File: config.mk
export PLATFORM = sky130hd
export DESIGN_NAME = ov5640_init_sequencer_flat
export DESIGN_NICKNAME = d
export VERILOG_FILES = /design/src/rtl/ov5640_init_sequencer_if.sv /design/src/rtl/ov5640_init_sequencer.sv /design/src/flat_wrapper.sv
export SDC_FILE = /design/constraint.sdc
export NUM_CORES = 1
export LEC_CHECK = 0
export ABC_AREA = 1
export CORE_UTILIZATION = 56
export DETAILED_ROUTE_END_ITERATION = 7
export DONT_BUFFER_PORTS = 1
export GPL_TIMING_DRIVEN = 0
export PLACE_DENSITY = 0.71
export SYNTH_ARGS = -nofsm -noshare
export SYNTH_HDL_FRONTEND = slang
export SYNTH_SLANG_ARGS = --single-unit
File: constraint.sdc
create_clock -name clk -period 3.2 [get_ports clk]
set_input_delay 0.48 -clock clk [delete_from_list [all_inputs] [get_ports clk]]
set_output_delay 0.48 -clock clk [all_outputs]
set_load 0.03 [all_outputs]
File: src/rtl/ov5640_init_sequencer_if.sv
// ---------------------------------------------------------------------------
// ov5640_init_sequencer_if
//
// Purpose:
//   Write channel between the OV5640 init sequencer and the SCCB write
//   master. Only one write is in flight at a time. The requester raises
//   req with addr/data and holds all three until the master pulses done.
//   err is sampled together with done.
//
// Signals:
//   req   requester -> master  write request, held until done
//   addr  requester -> master  16-bit camera register address
//   data  requester -> master  8-bit register value
//   done  master -> requester  one-cycle pulse, the current write finished
//   err   master -> requester  valid with done, 1 = NACK or failed write
//
// Modports:
//   master  the side that issues writes (the init sequencer)
//   slave   the side that performs them (the SCCB write master)
// ---------------------------------------------------------------------------
interface ov5640_init_sequencer_if;
  logic        req;
  logic [15:0] addr;
  logic [7:0]  data;
  logic        done;
  logic        err;

  modport master (
    output req,
    output addr,
    output data,
    input  done,
    input  err
  );

  modport slave (
    input  req,
    input  addr,
    input  data,
    output done,
    output err
  );
endinterface

File: src/rtl/ov5640_init_sequencer.sv
// ---------------------------------------------------------------------------
// ov5640_init_sequencer
//
// Purpose:
//   Walks the OV5640 init register ROM from index 0 to INIT_NUM-1 after a
//   start pulse. Each 24-bit entry {reg_addr[15:0], reg_data[7:0]} is passed
//   to the SCCB write master one write at a time. The sequencer adds a
//   power-up wait before the first fetch and a settle wait after a software
//   reset write (0x3008 with bit 7 set). A failed write is retried a bounded
//   number of times. The result is reported as a done or error level.
//
// Ports:
//   clk        system clock
//   rst        asynchronous reset, active-high
//   start      one-cycle pulse, accepted in IDLE, DONE and ERR only
//   rom_addr   ROM index; rom_q is valid one cycle after it changes
//   rom_q      ROM data {reg_addr[15:0], reg_data[7:0]}
//   sccb       write channel to the SCCB master (master modport)
//   busy       high in every state except IDLE, DONE and ERR
//   init_done  level, high in DONE
//   init_err   level, high in ERR
//   err_index  ROM index of the entry that used up its retries
// ---------------------------------------------------------------------------
module ov5640_init_sequencer #(
  parameter int          ADDR_WIDTH   = 8,
  parameter int          INIT_NUM     = 86,
  parameter logic [19:0] PWRUP_CYCLES = 20'd1000,
  parameter logic [19:0] SRST_CYCLES  = 20'd500,
  parameter int          MAX_RETRY    = 2
) (
  input  logic                  clk,
  input  logic                  rst,
  input  logic                  start,
  output logic [ADDR_WIDTH-1:0] rom_addr,
  input  logic [23:0]           rom_q,
  ov5640_init_sequencer_if.master sccb,
  output logic                  busy,
  output logic                  init_done,
  output logic                  init_err,
  output logic [ADDR_WIDTH-1:0] err_index
);

  // The retry counter must hold MAX_RETRY. It keeps at least one bit so
  // that MAX_RETRY = 0 (no retries) still gives a legal declaration.
  localparam int RETRY_W = (MAX_RETRY < 1) ? 1 : $clog2(MAX_RETRY + 1);

  localparam logic [RETRY_W-1:0]    MAX_RETRY_R = RETRY_W'(MAX_RETRY);
  localparam logic [ADDR_WIDTH-1:0] LAST_IDX    = ADDR_WIDTH'(INIT_NUM - 1);

  typedef enum logic [3:0] {
    S_IDLE,
    S_PWRUP,
    S_FETCH,
    S_LATCH,
    S_REQ,
    S_GAP,
    S_SRST,
    S_NEXT,
    S_DONE,
    S_ERR
  } state_t;

  state_t                state;
  logic [ADDR_WIDTH-1:0] idx;
  logic [RETRY_W-1:0]    retry;
  logic [19:0]           delay_cnt;
  logic                  soft_reset_write;

  // A delay of N cycles ends on the cycle where count reaches N-1. The
  // compare is one bit wider so that N = 0 also ends after one cycle, and
  // the all-ones count cannot wrap around.
  function automatic logic delay_expired(input logic [19:0] count,
                                         input logic [19:0] limit);
    return ({1'b0, count} + 21'd1) >= {1'b0, limit};
  endfunction

  // The write that has just been acknowledged puts the sensor into
  // software reset. The sensor then needs settle time before the next
  // register access.
  assign soft_reset_write = (sccb.addr == 16'h3008) && sccb.data[7];

  // Main sequencer. Every output is a register set on the state
  // transition, so req/addr/data cannot glitch toward the SCCB master.
  // rom_addr is loaded when the FSM enters FETCH. The synchronous ROM then
  // has rom_q valid during LATCH, where it is captured. A start pulse is
  // seen only in IDLE/DONE/ERR. done/err from the master are looked at
  // only in REQ, so a stray done in any other state has no effect.
  always_ff @(posedge clk or posedge rst) begin
    if (rst) begin
      state      <= S_IDLE;
      idx        <= '0;
      retry      <= '0;
      delay_cnt  <= '0;
      rom_addr   <= '0;
      sccb.req   <= 1'b0;
      sccb.addr  <= '0;
      sccb.data  <= '0;
      busy       <= 1'b0;
      init_done  <= 1'b0;
      init_err   <= 1'b0;
      err_index  <= '0;
    end else begin
      case (state)
        S_IDLE, S_DONE, S_ERR: begin
          if (start) begin
            state     <= S_PWRUP;
            idx       <= '0;
            retry     <= '0;
            delay_cnt <= '0;
            rom_addr  <= '0;
            busy      <= 1'b1;
            init_done <= 1'b0;
            init_err  <= 1'b0;
            err_index <= '0;
          end
        end

        S_PWRUP: begin
          if (delay_expired(delay_cnt, PWRUP_CYCLES)) begin
            state     <= S_FETCH;
            rom_addr  <= idx;
            delay_cnt <= '0;
          end else begin
            delay_cnt <= delay_cnt + 20'd1;
          end
        end

        S_FETCH: begin
          state <= S_LATCH;
        end

        S_LATCH: begin
          sccb.addr <= rom_q[23:8];
          sccb.data <= rom_q[7:0];
          sccb.req  <= 1'b1;
          state     <= S_REQ;
        end

        // req drops on the edge that samples done. Both exits (GAP and
        // NEXT/SRST) give at least one low cycle before the next request.
        S_REQ: begin
          if (sccb.done) begin
            sccb.req <= 1'b0;
            if (!sccb.err) begin
              if (soft_reset_write) begin
                state     <= S_SRST;
                delay_cnt <= '0;
              end else begin
                state <= S_NEXT;
              end
            end else if (retry < MAX_RETRY_R) begin
              retry <= retry + RETRY_W'(1);
              state <= S_GAP;
            end else begin
              err_index <= idx;
              init_err  <= 1'b1;
              busy      <= 1'b0;
              state     <= S_ERR;
            end
          end
        end

        // One idle cycle, then re-issue. addr/data were not touched, so the
        // retry repeats exactly the same write.
        S_GAP: begin
          sccb.req <= 1'b1;
          state    <= S_REQ;
        end

        S_SRST: begin
          if (delay_expired(delay_cnt, SRST_CYCLES)) begin
            state     <= S_NEXT;
            delay_cnt <= '0;
          end else begin
            delay_cnt <= delay_cnt + 20'd1;
          end
        end

        // The last entry ends the walk here. idx and rom_addr never go past
        // INIT_NUM-1 and do not wrap.
        S_NEXT: begin
          retry <= '0;
          if (idx == LAST_IDX) begin
            init_done <= 1'b1;
            busy      <= 1'b0;
            state     <= S_DONE;
          end else begin
            idx      <= idx + ADDR_WIDTH'(1);
            rom_addr <= idx + ADDR_WIDTH'(1);
            state    <= S_FETCH;
          end
        end

        default: begin
          state    <= S_IDLE;
          sccb.req <= 1'b0;
          busy     <= 1'b0;
        end
      endcase
    end
  end

endmodule

File: src/flat_wrapper.sv
// flat-port wrapper written by rule: the top's interface ports become plain ports
module ov5640_init_sequencer_flat 
#(
  parameter int          ADDR_WIDTH   = 8,
  parameter int          INIT_NUM     = 86,
  parameter logic [19:0] PWRUP_CYCLES = 20'd1000,
  parameter logic [19:0] SRST_CYCLES  = 20'd500,
  parameter int          MAX_RETRY    = 2
)
  (clk, rst, start, rom_addr, rom_q, busy, init_done, init_err, err_index, sccb_req, sccb_addr, sccb_data, sccb_done, sccb_err);
  ov5640_init_sequencer_if sccb_i ();
  input  logic clk;
  input  logic rst;
  input  logic start;
  output logic [ADDR_WIDTH-1:0] rom_addr;
  input  logic [23:0] rom_q;
  output logic busy;
  output logic init_done;
  output logic init_err;
  output logic [ADDR_WIDTH-1:0] err_index;
  output wire logic [$bits(sccb_i.req)-1:0] sccb_req;
  output wire logic [$bits(sccb_i.addr)-1:0] sccb_addr;
  output wire logic [$bits(sccb_i.data)-1:0] sccb_data;
  input wire logic [$bits(sccb_i.done)-1:0] sccb_done;
  input wire logic [$bits(sccb_i.err)-1:0] sccb_err;
  assign sccb_req = sccb_i.req;
  assign sccb_addr = sccb_i.addr;
  assign sccb_data = sccb_i.data;
  assign sccb_i.done = sccb_done;
  assign sccb_i.err = sccb_err;
  ov5640_init_sequencer #(.ADDR_WIDTH(ADDR_WIDTH), .INIT_NUM(INIT_NUM), .PWRUP_CYCLES(PWRUP_CYCLES), .SRST_CYCLES(SRST_CYCLES), .MAX_RETRY(MAX_RETRY)) u_core (.clk(clk), .rst(rst), .start(start), .rom_addr(rom_addr), .rom_q(rom_q), .sccb(sccb_i), .busy(busy), .init_done(init_done), .init_err(init_err), .err_index(err_index));
endmodule
==> flow_summary.ini <==
[sta]
maxSlewViolCount = 0
tns_ps = 0
timing.final.crit_share_pct = 69.31
maxSlewHeadroom_pct = 61.59
setup_viol = 0
clock_skew_ps = 9.812
hold_viol_final = 0
post-route-min-period_ps = 2218
max_freq_mhz = 450.9
grt_setup_unrepaired = no
worst_slew_pin_slew_ps = 573.7

[cells_and_area]
multi_input_area_mm2 = 0.001916
n_fill_cell = 620
post-route-util_pct = 64.34
design_area_mm2 = 0.004468
seq_area_mm2 = 0.001952
area_delta_synth_final_pct = 9.005
final_common_cell = nand2_1
antenna_cells = 0
num-nets-final = 601
layout_common_cells = nand2_1 (211), dfrtp_1 (78), nor2_1 (62)
drive_above_1_share_pct = 6.794

[synth]
avgSynthCellArea_um2 = 7.372
yosys-top-cells-area = dfrtp_1 (48%), nand2_1 (19%), nor2_1 (5.7%)
yosys.area.top_type = dfrtp_1
ys_seq_elements = 78
synth_cells = 556
synth.cell_area_mm2 = 0.004099
syn_nets = 588
yosysUniqueCellTypes = 35
synth.top_cell.area_share_pct = 47.62
yosysWarningCount = 0
yosysSeqAreaShare_pct = 47.62

[power_and_ir_drop]
p_comb_share_pct = 30.7
switching_share_pct = 46.59
pwr_density_cell_mw_per_mm2 = 818.6
p_int_mw = 1.953
p_clk_share_pct = 21.1
peakVddDrop_v = 0.0005969
switchingPower_mw = 1.704
power_frac_seq_pct = 48.2
p_leak_nw = 2.169

[grt]
grt_start_max_net_pins = 64
grt_usage_pct = 26.41
grt_pass1_vias = 3443
grt_overflow = 0
grt_antenna_before_repair = 0
grt_pass1_wl_mm = 15.58

[clocking]
cts_tree = done
htreeDepth = 3
clk_pin_slew_ps = 80
clock_path_buffers = 2
cts_root_buf = clkbuf_8
holdBufCountCts = 1
cts_resized = 0
cts_buffers = 9
clock_latency_ps = 360
cts.sinks = 78
cts_setup_buffers = 0

[worst_hold_path]
holdPathStages = 2
hold_class = primary input to register

[drt]
drc = 0
via_per_inst = 5.291
drtIter0Drc = 219
detail_route.wl_per_cell_um = 13.46
wirelength_mm = 9.015
dr.pass1.iters = 4
ant_nets = 0
num_vias = 3545

[floorplan]
fp.coreArea_mm2 = 0.006944
die_h_um = 87.56
die_w_um = 87.56
ios = 73
rows = 30
die-area_mm2 = 0.007666
start_util_pct = 59.03

[setup_path]
r2r_slack_ps = 980
critical_path_class = register to register
path_max_fanout = 10
crit_arrival_ps = 2480
required_ps = 3460
start_kind = register
end_kind = register
ff2ff_path_depth = 8

[run_status]
status = finished, final reports clean

[flow_run]
max-cap-violations = 0

[placement]
dp_hpwl_mm = 6.638
place_congestion = 0.8928
io_buffers = 0
dpl_cell_area_mm2 = 0.004249
cells by family after synthesis:
group / Yosys count / synth area share, %
AOI/OAI and AO/OA: 49 / 6.288
xor gates and xnor gates: 3 / 0.6411
adders and majority gates: 3 / 0.9158
buffers and inverters: 59 / 5.647
DFF: 78 / 47.62
and+or+nand+nor: 364 / 38.89
Yosys cell counts:
| library cell | count |
|---|---|
| a21oi_1 | 6 |
| a31oi_1 | 1 |
| and2_1 | 1 |
| buf_1 | 1 |
| buf_2 | 2 |
| buf_6 | 1 |
| clkbuf_1 | 4 |
| clkinv_1 | 2 |
| dfrtp_1 | 78 |
| ha_1 | 3 |
| inv_1 | 47 |
| inv_2 | 2 |
| nand2_1 | 211 |
| nand2_2 | 1 |
| nand2_4 | 5 |
| nand2b_1 | 1 |
| nand3_1 | 46 |
| nand3_2 | 2 |
| nand3b_1 | 3 |
| nand4_1 | 16 |
| nor2_1 | 62 |
| nor2_2 | 3 |
| nor2_4 | 4 |
| nor3_1 | 4 |
| nor3b_2 | 1 |
| nor4_1 | 3 |
| o21a_1 | 2 |
| o21ai_0 | 30 |
| o21ai_1 | 7 |
| o21bai_1 | 1 |
| o22ai_1 | 1 |
| o31ai_1 | 1 |
| or2_1 | 1 |
| xnor2_1 | 1 |
| xor2_1 | 2 |
registers in the layout (all words and copies together) (netlist names):
name and count:
u_core.err_index 8, u_core.idx 8, u_core.sccb.data 8, u_core.init_done 1, u_core.init_err 1, u_core.sccb.addr 16, u_core.retry 2, u_core.delay_cnt 20
u_core.sccb.req 1, u_core.rom_addr 8, u_core.busy 1, u_core.state 4
metal layers:
| metal | part of all wire (%) | track usage, % | vias up | wire length [um] |
|---|---|---|---|---|
| li1 | - | - | 1800 | - |
| met1 | 47 | 34.88 | 1662 | 4206 |
| met2 | 47 | 42.76 | 70 | 4276 |
| met3 | 3.8 | 4.901 | 13 | 341 |
| met4 | 2.1 | 11.77 | 0 | 191 |
| met5 | 0 | 0 | - | 0 |
worst paths after layout:
check / to / start
max: u_core.idx[1]$_DFFE_PP0P_ / u_core.state[2]$_DFFE_PP0P_
min: u_core.sccb.data[0]$_DFFE_PP0P_ / rom_q[0]
max reg2reg: u_core.idx[1]$_DFFE_PP0P_ / u_core.state[2]$_DFFE_PP0P_
min reg2reg: u_core.retry[0]$_DFFE_PP0P_ / u_core.retry[0]$_DFFE_PP0P_
max in group asynchronous: u_core.delay_cnt[6]$_DFFE_PP0P_ / rst
min in group asynchronous: u_core.sccb.data[1]$_DFFE_PP0P_ / rst
area by class of cell:
class                   instances  area share (%)
flip-flops and latches         78           43.69
well taps                      96           2.688
clock inverters                 5           1.288
multi-input cells             419           42.87
repair buffers                  2          0.8401
plain buffers                   8          0.8961
inverters                      51           4.341
clock buffers                  11           3.388
worst max-delay path, cell delays in order, from the launching register on:
cell and delay [ps]:
dfrtp_1 420, inv_1 70, nor2_2 140, nand2_1 240, nor2_1 160, inv_1 70
a21oi_1 360, clkinv_1 340, o31ai_1 300
power by group through the flow:
stage                     Clock (mW)  Sequential (mW)  Combinational [mW]
after floorplan                    0             1.73               0.875
after global placement             0             1.78                1.09
after detailed placement           0             1.78                1.12
after CTS                      0.783             1.77                1.13
after global routing           0.822             1.79                1.30
final                          0.771             1.76                1.12
per-stage QoR:
step | std cells | hold WS (ps) | power (mW) | setup slack, ps
finish | 670 | 224.4 | 3.657 | 982.2
floorplan | 556 | 474.9 | 2.604 | 725.0
global placement | 652 | 492.7 | 2.871 | -98.52
CTS | 670 | 216.4 | 3.677 | 1018
global route | 670 | 221.8 | 3.911 | 757.3
detailed placement | 653 | 299.3 | 2.905 | 1029
(Power assumes the default switching activity.)
